### config.mk
export PLATFORM = sky130hd
export DESIGN_NAME = vending_ctrl_gen2
export DESIGN_NICKNAME = d
export VERILOG_FILES = /design/src/rtl/vm_pkg.sv /design/src/rtl/vm_change_dispenser.sv /design/src/rtl/vending_ctrl_gen2.sv
export SDC_FILE = /design/constraint.sdc
export NUM_CORES = 1
export LEC_CHECK = 0
export ABC_AREA = 0
export CAP_MARGIN = 25
export CORE_UTILIZATION = 48
export CTS_CLUSTER_DIAMETER = 100
export DETAILED_ROUTE_END_ITERATION = 12
export PLACE_DENSITY_LB_ADDON = 0.08
export SETUP_SLACK_MARGIN = 0.5
export SLEW_MARGIN = 25
export SYNTH_ARGS = -nofsm -noshare
export SYNTH_HDL_FRONTEND = slang
export SYNTH_SLANG_ARGS = --single-unit
### constraint.sdc
create_clock -name i_clk -period 15.8 [get_ports i_clk]
set_input_delay 3.16 -clock i_clk [delete_from_list [all_inputs] [get_ports i_clk]]
set_output_delay 3.16 -clock i_clk [all_outputs]
set_load 0.005 [all_outputs]
### src/rtl/vm_pkg.sv
// Shared types and coin helpers for the vending controller.
// Coin codes, denomination values and the greedy change selector.
package vm_pkg;

  localparam int AMT_W = 16;

  localparam logic [2:0] COIN_5   = 3'd0;
  localparam logic [2:0] COIN_10  = 3'd1;
  localparam logic [2:0] COIN_25  = 3'd2;
  localparam logic [2:0] COIN_50  = 3'd3;
  localparam logic [2:0] COIN_100 = 3'd4;

  typedef enum logic [2:0] {
    ST_IDLE    = 3'd0,
    ST_COLLECT = 3'd1,
    ST_VEND    = 3'd2,
    ST_CHANGE  = 3'd3,
    ST_DONE    = 3'd4
  } vm_state_e;

  function automatic logic coin_is_valid(input logic [2:0] code);
    return code <= COIN_100;
  endfunction

  function automatic logic [7:0] coin_value(input logic [2:0] code);
    case (code)
      COIN_5:   return 8'd5;
      COIN_10:  return 8'd10;
      COIN_25:  return 8'd25;
      COIN_50:  return 8'd50;
      COIN_100: return 8'd100;
      default:  return 8'd0;
    endcase
  endfunction

  function automatic logic [2:0] max_denom(input logic [AMT_W-1:0] amt);
    if (amt >= AMT_W'(100)) return COIN_100;
    if (amt >= AMT_W'(50))  return COIN_50;
    if (amt >= AMT_W'(25))  return COIN_25;
    if (amt >= AMT_W'(10))  return COIN_10;
    return COIN_5;
  endfunction

endpackage

### src/rtl/vm_change_dispenser.sv
// Greedy change dispenser: loads an amount, emits one coin per
// ready/valid handshake, pulses done on the final coin.
module vm_change_dispenser
  import vm_pkg::*;
#(
  parameter int CREDIT_W = 12
) (
  input  logic                i_clk,
  input  logic                i_rst_n,
  input  logic                i_start,
  input  logic [CREDIT_W-1:0] i_amount,
  input  logic                i_rdy,
  output logic                o_vld,
  output logic [2:0]          o_code,
  output logic [CREDIT_W-1:0] o_remain,
  output logic                o_done
);

  logic [CREDIT_W-1:0] rem_q, rem_d;
  logic [CREDIT_W-1:0] coin;

  // Coin is derived from the registered remainder only, so it holds
  // steady while the mechanism applies backpressure.
  always_comb begin
    o_code = max_denom(AMT_W'(rem_q));
    coin   = CREDIT_W'(coin_value(o_code));
    o_vld  = rem_q != '0;
    o_done = o_vld && i_rdy && (rem_q == coin);
    rem_d  = rem_q;
    if (i_start)
      rem_d = i_amount;
    else if (o_vld && i_rdy)
      rem_d = rem_q - coin;
  end

  always_ff @(posedge i_clk) begin
    if (!i_rst_n) rem_q <= '0;
    else          rem_q <= rem_d;
  end

  assign o_remain = rem_q;

endmodule

### src/rtl/vending_ctrl_gen2.sv
// Second-generation vending controller: select, collect, vend,
// greedy change and idle timeout.
module vending_ctrl_gen2
  import vm_pkg::*;
#(
  parameter int NUM_ITEMS = 8,
  parameter int PRICE_W   = 10,
  parameter logic [NUM_ITEMS*PRICE_W-1:0] PRICE_TABLE = {
    10'd300, 10'd25, 10'd200, 10'd150,
    10'd120, 10'd100, 10'd80, 10'd50},
  parameter int MAX_QTY     = 3,
  parameter int CREDIT_W    = 12,
  parameter int TIMEOUT_CYC = 1000
) (
  input  logic                         i_clk,
  input  logic                         i_rst_n,
  input  logic                         i_sel_vld,
  input  logic [$clog2(NUM_ITEMS)-1:0] i_sel_item,
  input  logic                         i_qty_vld,
  input  logic [2:0]                   i_qty,
  input  logic                         i_coin_vld,
  input  logic [2:0]                   i_coin_code,
  input  logic                         i_cancel,
  input  logic                         i_continue,
  output logic                         o_coin_rej,
  output logic [CREDIT_W-1:0]          o_credit,
  output logic [$clog2(NUM_ITEMS)-1:0] o_item,
  output logic [2:0]                   o_qty,
  output logic                         o_vend_vld,
  output logic [$clog2(NUM_ITEMS)-1:0] o_vend_item,
  output logic [2:0]                   o_vend_qty,
  input  logic                         i_vend_rdy,
  output logic                         o_chg_vld,
  output logic [2:0]                   o_chg_code,
  input  logic                         i_chg_rdy,
  output logic [CREDIT_W-1:0]          o_chg_remain,
  output logic                         o_done,
  output logic [2:0]                   o_state
);

  localparam int IW = $clog2(NUM_ITEMS);
  localparam int CW = PRICE_W + 3;
  localparam int MW = (CREDIT_W > CW) ? CREDIT_W : CW;
  localparam int TW = $clog2(TIMEOUT_CYC) + 1;

  vm_state_e state_q, state_d;
  logic [CREDIT_W-1:0] credit_q, credit_d;
  logic [IW-1:0] item_q, item_d;
  logic [2:0] qty_q, qty_d;
  logic [TW-1:0] tmo_q, tmo_d;
  logic rej_q, rej_d;

  logic [PRICE_W-1:0] price;
  logic [CW-1:0] cost;
  logic [CREDIT_W:0] coin_sum;
  logic [CREDIT_W-1:0] chg_amt;
  logic in_collect, paid, sel_ok, qty_ok;
  logic cfg_ok, coin_ok, evt, tmo_hit;
  logic chg_start, chg_done;

  assign price      = PRICE_TABLE[int'(item_q)*PRICE_W +: PRICE_W];
  assign cost       = CW'(price) * CW'(qty_q);
  assign paid       = MW'(credit_q) >= MW'(cost);
  assign in_collect = state_q == ST_COLLECT;
  assign sel_ok     = i_sel_vld && (32'(i_sel_item) < NUM_ITEMS);
  assign qty_ok     = i_qty_vld && (i_qty != 3'd0)
                      && (32'(i_qty) <= MAX_QTY);
  assign coin_sum   = {1'b0, credit_q}
                      + (CREDIT_W+1)'(coin_value(i_coin_code));
  // Selection is frozen once paid so the cost cannot move under VEND.
  assign cfg_ok     = in_collect && !i_cancel && !paid;
  assign coin_ok    = in_collect && !i_cancel && i_coin_vld
                      && coin_is_valid(i_coin_code)
                      && !coin_sum[CREDIT_W];
  assign evt        = coin_ok || (cfg_ok && (sel_ok || qty_ok));
  assign tmo_hit    = (tmo_q == TW'(TIMEOUT_CYC-1)) && !evt;
  assign chg_start  = (state_d == ST_CHANGE) && (state_q != ST_CHANGE);
  assign chg_amt    = (state_q == ST_VEND)
                      ? credit_q - CREDIT_W'(cost) : credit_q;

  always_ff @(posedge i_clk) begin
    if (!i_rst_n) state_q <= ST_IDLE;
    else          state_q <= state_d;
  end

  always_comb begin
    state_d = state_q;
    unique case (state_q)
      ST_IDLE:
        if (sel_ok) state_d = ST_COLLECT;
      ST_COLLECT:
        if (i_cancel || (!paid && tmo_hit))
          state_d = (credit_q != '0) ? ST_CHANGE : ST_DONE;
        else if (paid)
          state_d = ST_VEND;
      ST_VEND:
        if (i_vend_rdy)
          state_d = (credit_q != CREDIT_W'(cost)) ? ST_CHANGE : ST_DONE;
      ST_CHANGE:
        if (chg_done) state_d = ST_DONE;
      ST_DONE:
        if (i_continue || tmo_hit) state_d = ST_IDLE;
      default: state_d = ST_IDLE;
    endcase
  end

  always_comb begin
    credit_d = credit_q;
    item_d   = item_q;
    qty_d    = qty_q;
    rej_d    = i_coin_vld && !coin_ok;
    tmo_d    = (in_collect || state_q == ST_DONE) ? tmo_q + 1'b1 : '0;
    if (evt || state_d != state_q) tmo_d = '0;
    unique case (state_q)
      ST_IDLE:
        if (sel_ok) begin
          item_d = i_sel_item;
          qty_d  = 3'd1;
        end
      ST_COLLECT: begin
        if (coin_ok) credit_d = coin_sum[CREDIT_W-1:0];
        if (cfg_ok && sel_ok) item_d = i_sel_item;
        if (cfg_ok && qty_ok) qty_d = i_qty;
        if (state_d == ST_CHANGE || state_d == ST_DONE) credit_d = '0;
      end
      ST_VEND:
        if (i_vend_rdy) credit_d = '0;
      ST_DONE:
        if (state_d == ST_IDLE) begin
          item_d   = '0;
          qty_d    = 3'd1;
          credit_d = '0;
        end
      default: ;
    endcase
  end

  always_ff @(posedge i_clk) begin
    if (!i_rst_n) begin
      credit_q <= '0;
      item_q   <= '0;
      qty_q    <= 3'd1;
      tmo_q    <= '0;
      rej_q    <= 1'b0;
    end else begin
      credit_q <= credit_d;
      item_q   <= item_d;
      qty_q    <= qty_d;
      tmo_q    <= tmo_d;
      rej_q    <= rej_d;
    end
  end

  vm_change_dispenser #(.CREDIT_W(CREDIT_W)) u_chg (
    .i_clk    (i_clk),
    .i_rst_n  (i_rst_n),
    .i_start  (chg_start),
    .i_amount (chg_amt),
    .i_rdy    (i_chg_rdy),
    .o_vld    (o_chg_vld),
    .o_code   (o_chg_code),
    .o_remain (o_chg_remain),
    .o_done   (chg_done)
  );

  always_comb begin
    o_state     = state_q;
    o_vend_vld  = state_q == ST_VEND;
    o_done      = state_q == ST_DONE;
    o_vend_item = item_q;
    o_vend_qty  = qty_q;
    o_item      = item_q;
    o_qty       = qty_q;
    o_credit    = credit_q;
    o_coin_rej  = rej_q;
  end

endmodule

==> run_results.csv <==
group,metric,value,unit
run_status,outcome,"finished, violations left",
run_status,failed_checks,"design-rule violations",
worst_setup_path,max_stage_delay,0.55,ns
worst_setup_path,start_kind,"input port",
worst_setup_path,path_cells,"clkdlybuf4s50_1 -> nor2_1 -> and2_1 -> a21o_1 -> ha_1 -> o211ai_1 -> o211ai_1 -> a41oi_2 -> or3_1 -> a211o_1 -> a22oi_2 -> o21a_1 -> nand2b_4 -> o21ai_0",
synthesis,yosysSeqAreaShare,20.16,%
finish,antenna_cells,0,
floorplan,io_pins,64,
clock_network,clock_sinks,45,
worst_setup_path,arrival,6.84,ns
finish,area_growth,16.72,%
route,viasPerCell,5.863,
clock_network,cts-buffers-inserted,5,
power_and_ir_drop,irDropWorstVdd,0.08256,mV
route,vias,4245,
floorplan,core,8848,sq um
sta,worst_pin_slew,0.8987,ns
placed_design,dp_hpwl,9142,um
sta,tns,0,ns
synthesis,netlist.area_leader.share,20.16,%
synthesis,synthArstFlopShare,0,%
sta,hold_slack,0.5029,ns
floorplan,dieArea,9698,sq um
power_and_ir_drop,p_leak,2.186,nW
clock_network,cts_root_buffer,"clkbuf_8",
finish,layout-drive-gt1-share,4.545,%
worst_setup_path,critical_path_class,"in -> reg",
synthesis,syn_nets,643,
global_routing,globalRouteOverflowTotal,0,
sta,maxSlewViolCount,0,
finish,fin_nets,687,
worst_setup_path,worstPathRequired,16.00,ns
global_routing,grt_pass1_vias,3938,
placed_design,pre_cts_ws,8.857,ns
clock_network,clock_latency,0.31,ns
synthesis,yosysMostFrequentCell,"nor2_1",
global_routing,grt_max_degree,24,
worst_setup_path,worstPathMaxFanout,15,
synthesis,synth_top_cell_by_area,"dfxtp_1",
route,post_drt_wl_per_cell,15.81,um
synthesis,yosys-top-cells-area,"dfxtp_1 (20%), ha_1 (12%), fa_1 (4.9%), nor2_1 (4.5%), xnor2_1 (4.5%)",
power_and_ir_drop,power,0.9164,mW
route,wl_met3,393,um
synthesis,synth_common_cells,"nor2_1 (54), nand2_1 (46), dfxtp_1 (45)",
placed_design,io_buffers,63,
floorplan,die_w,98.48,um
min_path,hold_class,"reg -> reg",
route,drt_pass1_iterations,11,
synthesis,netlist_instances,571,
placed_design,routabilityCongestion,0.9435,
clock_network,cts_buffer_depth,2,
route,wirelength,11450,um
floorplan,die_h,98.48,um
route,wl_met2,5348,um
route,drc,2,
route,top_layer,"met4",
clock_network,hold_buffers,0,
sta,fmaxAchievable,150.8,MHz
synthesis,synth-seq-cells,45,
sta,final_hold_viol_count,0,
worst_setup_path,path_common_cell,"o211ai_1",
sta,setup_viol,0,
synthesis,ys_types,68,
global_routing,grt_pass1_wl,18950,um
clock_network,path_clk_slew,0.10,ns
clock_network,cts_tree,"done",
synthesis,netlist_area,4468,sq um
worst_setup_path,cpMaxStageDelayCell,"clkdlybuf4s50_1",
floorplan,rows,34,
sta,layout_setup_ws,9.167,ns
global_routing,grt_usage,24.09,%
power_and_ir_drop,powerDensity,175.7,nW/um^2
clock_network,cts_resized,0,
worst_setup_path,cp-end-kind,"register",
synthesis,synth_flop_cell,"dfxtp_1",
sta,period_needed,6.633,ns
sta,max_slew_margin,40.08,%
floorplan,start_util,50.49,%
route,drtAntennaViolNets,0,
sta,finClkSkew,0.01441,ns
clock_network,cts_setup_buffers,0,
route,drt_iter0_markers,195,
sta,fin_crit_sh,41.98,%
synthesis,synth_edf_count,0,
flow_run,drv_cap,0,
sta,rsz0062_at_grt,"false",
synthesis,synth-warning-count,0,
clock_network,htree_levels,2,
synthesis,avgSynthCellArea,7.825,sq um
global_routing,antenna_found_initial,0,
route,wl_met1,5586,um
## flip-flops by register name, indices dropped and copies added (netlist names)
signal / flops
o_credit: 12
u_chg.o_remain: 12
tmo_q: 11
o_item: 3
o_qty: 3
o_state: 3
o_coin_rej: 1
## cells in the final DEF, fill, tap and decap left out, types with 3 or more instances in the layout
cell type        count
o31ai_1              6
dfxtp_1             45
inv_1               40
nor2_1              54
o211ai_1             8
and2_1              14
or2_2                3
nor4_1               5
xor2_1              18
o21a_1               5
nor2b_1              8
o21bai_1             5
xnor2_1             23
nand4_1              3
ha_1                43
clkbuf_8             5
and3_1               7
mux2i_1              6
nand2b_1             5
clkdlybuf4s50_1     63
or4_1                3
or3_1                6
a211oi_1            14
a31oi_1             11
a211o_1              3
a311oi_1             4
a21o_1              14
nand2_1             46
nand3_1             23
fa_1                11
o21ai_0             22
a21oi_1             37
a221oi_1             3
nor3_1              12
## through the flow
stage	utilization (%)	cell area, sq um	cells
after floorplan	-	4468	571
after global placement	57.62	5099	716
after detailed placement	57.62	5099	716
after CTS	58.94	5215	724
after global routing	58.94	5215	724
final	58.94	5215	724
## cells by family after synthesis
logic type	Yosys count	synth area share, %
AOI/OAI and AO/OA	148	22.32
xor gates and xnor gates	41	8.037
adders and majority gates	54	16.97
buffers and inverters	67	6.469
DFF	45	20.16
muxes	8	1.848
and+or+nand+nor	208	24.20
## cell type report
class                           count  area (sq um)
Clock inverter                      3         47.55
Inverter                           41         153.9
Clock buffer                        5         68.82
Fill cell                         822          3633
Timing Repair Buffer               63         630.6
Tap cell                          108         135.1
Multi-Input combinational cell    459          3278
Sequential cell                    45         900.9
## final timing paths
check	start	end	slack [ns]	cells after the start
max	i_coin_code[0]	o_credit[7]$_SDFFE_PN0P_	9.17	14
min	tmo_q[0]$_SDFF_PP0_	tmo_q[0]$_SDFF_PP0_	0.50	1
max reg2reg	o_item[1]$_SDFFE_PN0P_	o_credit[8]$_SDFFE_PN0P_	9.43	25
min reg2reg	tmo_q[0]$_SDFF_PP0_	tmo_q[0]$_SDFF_PP0_	0.50	1
## critical path, delay by kind of cell
kind / cells / cell delay [ns]
AOI/OAI and AO/OA: 8 / 1.87
adders and majority gates: 1 / 0.34
buffers and inverters: 1 / 0.55
and+or+nand+nor: 4 / 0.92
## per-layer routing
metal | track usage [%] | vias up
li1 | - | 2135
met1 | 33.36 | 2006
met2 | 40.74 | 91
met3 | 2.766 | 13
met4 | 4.478 | 0
met5 | 0 | -
## power breakdown
group | leakage, nW | internal [mW] | switching, mW
clock network | 0.0591 | 0.0483 | 0.0438
logic | 1.76 | 0.287 | 0.338
registers | 0.367 | 0.139 | 0.0598
total | 2.19 | 0.475 | 0.441
(Power assumes the default switching activity.)
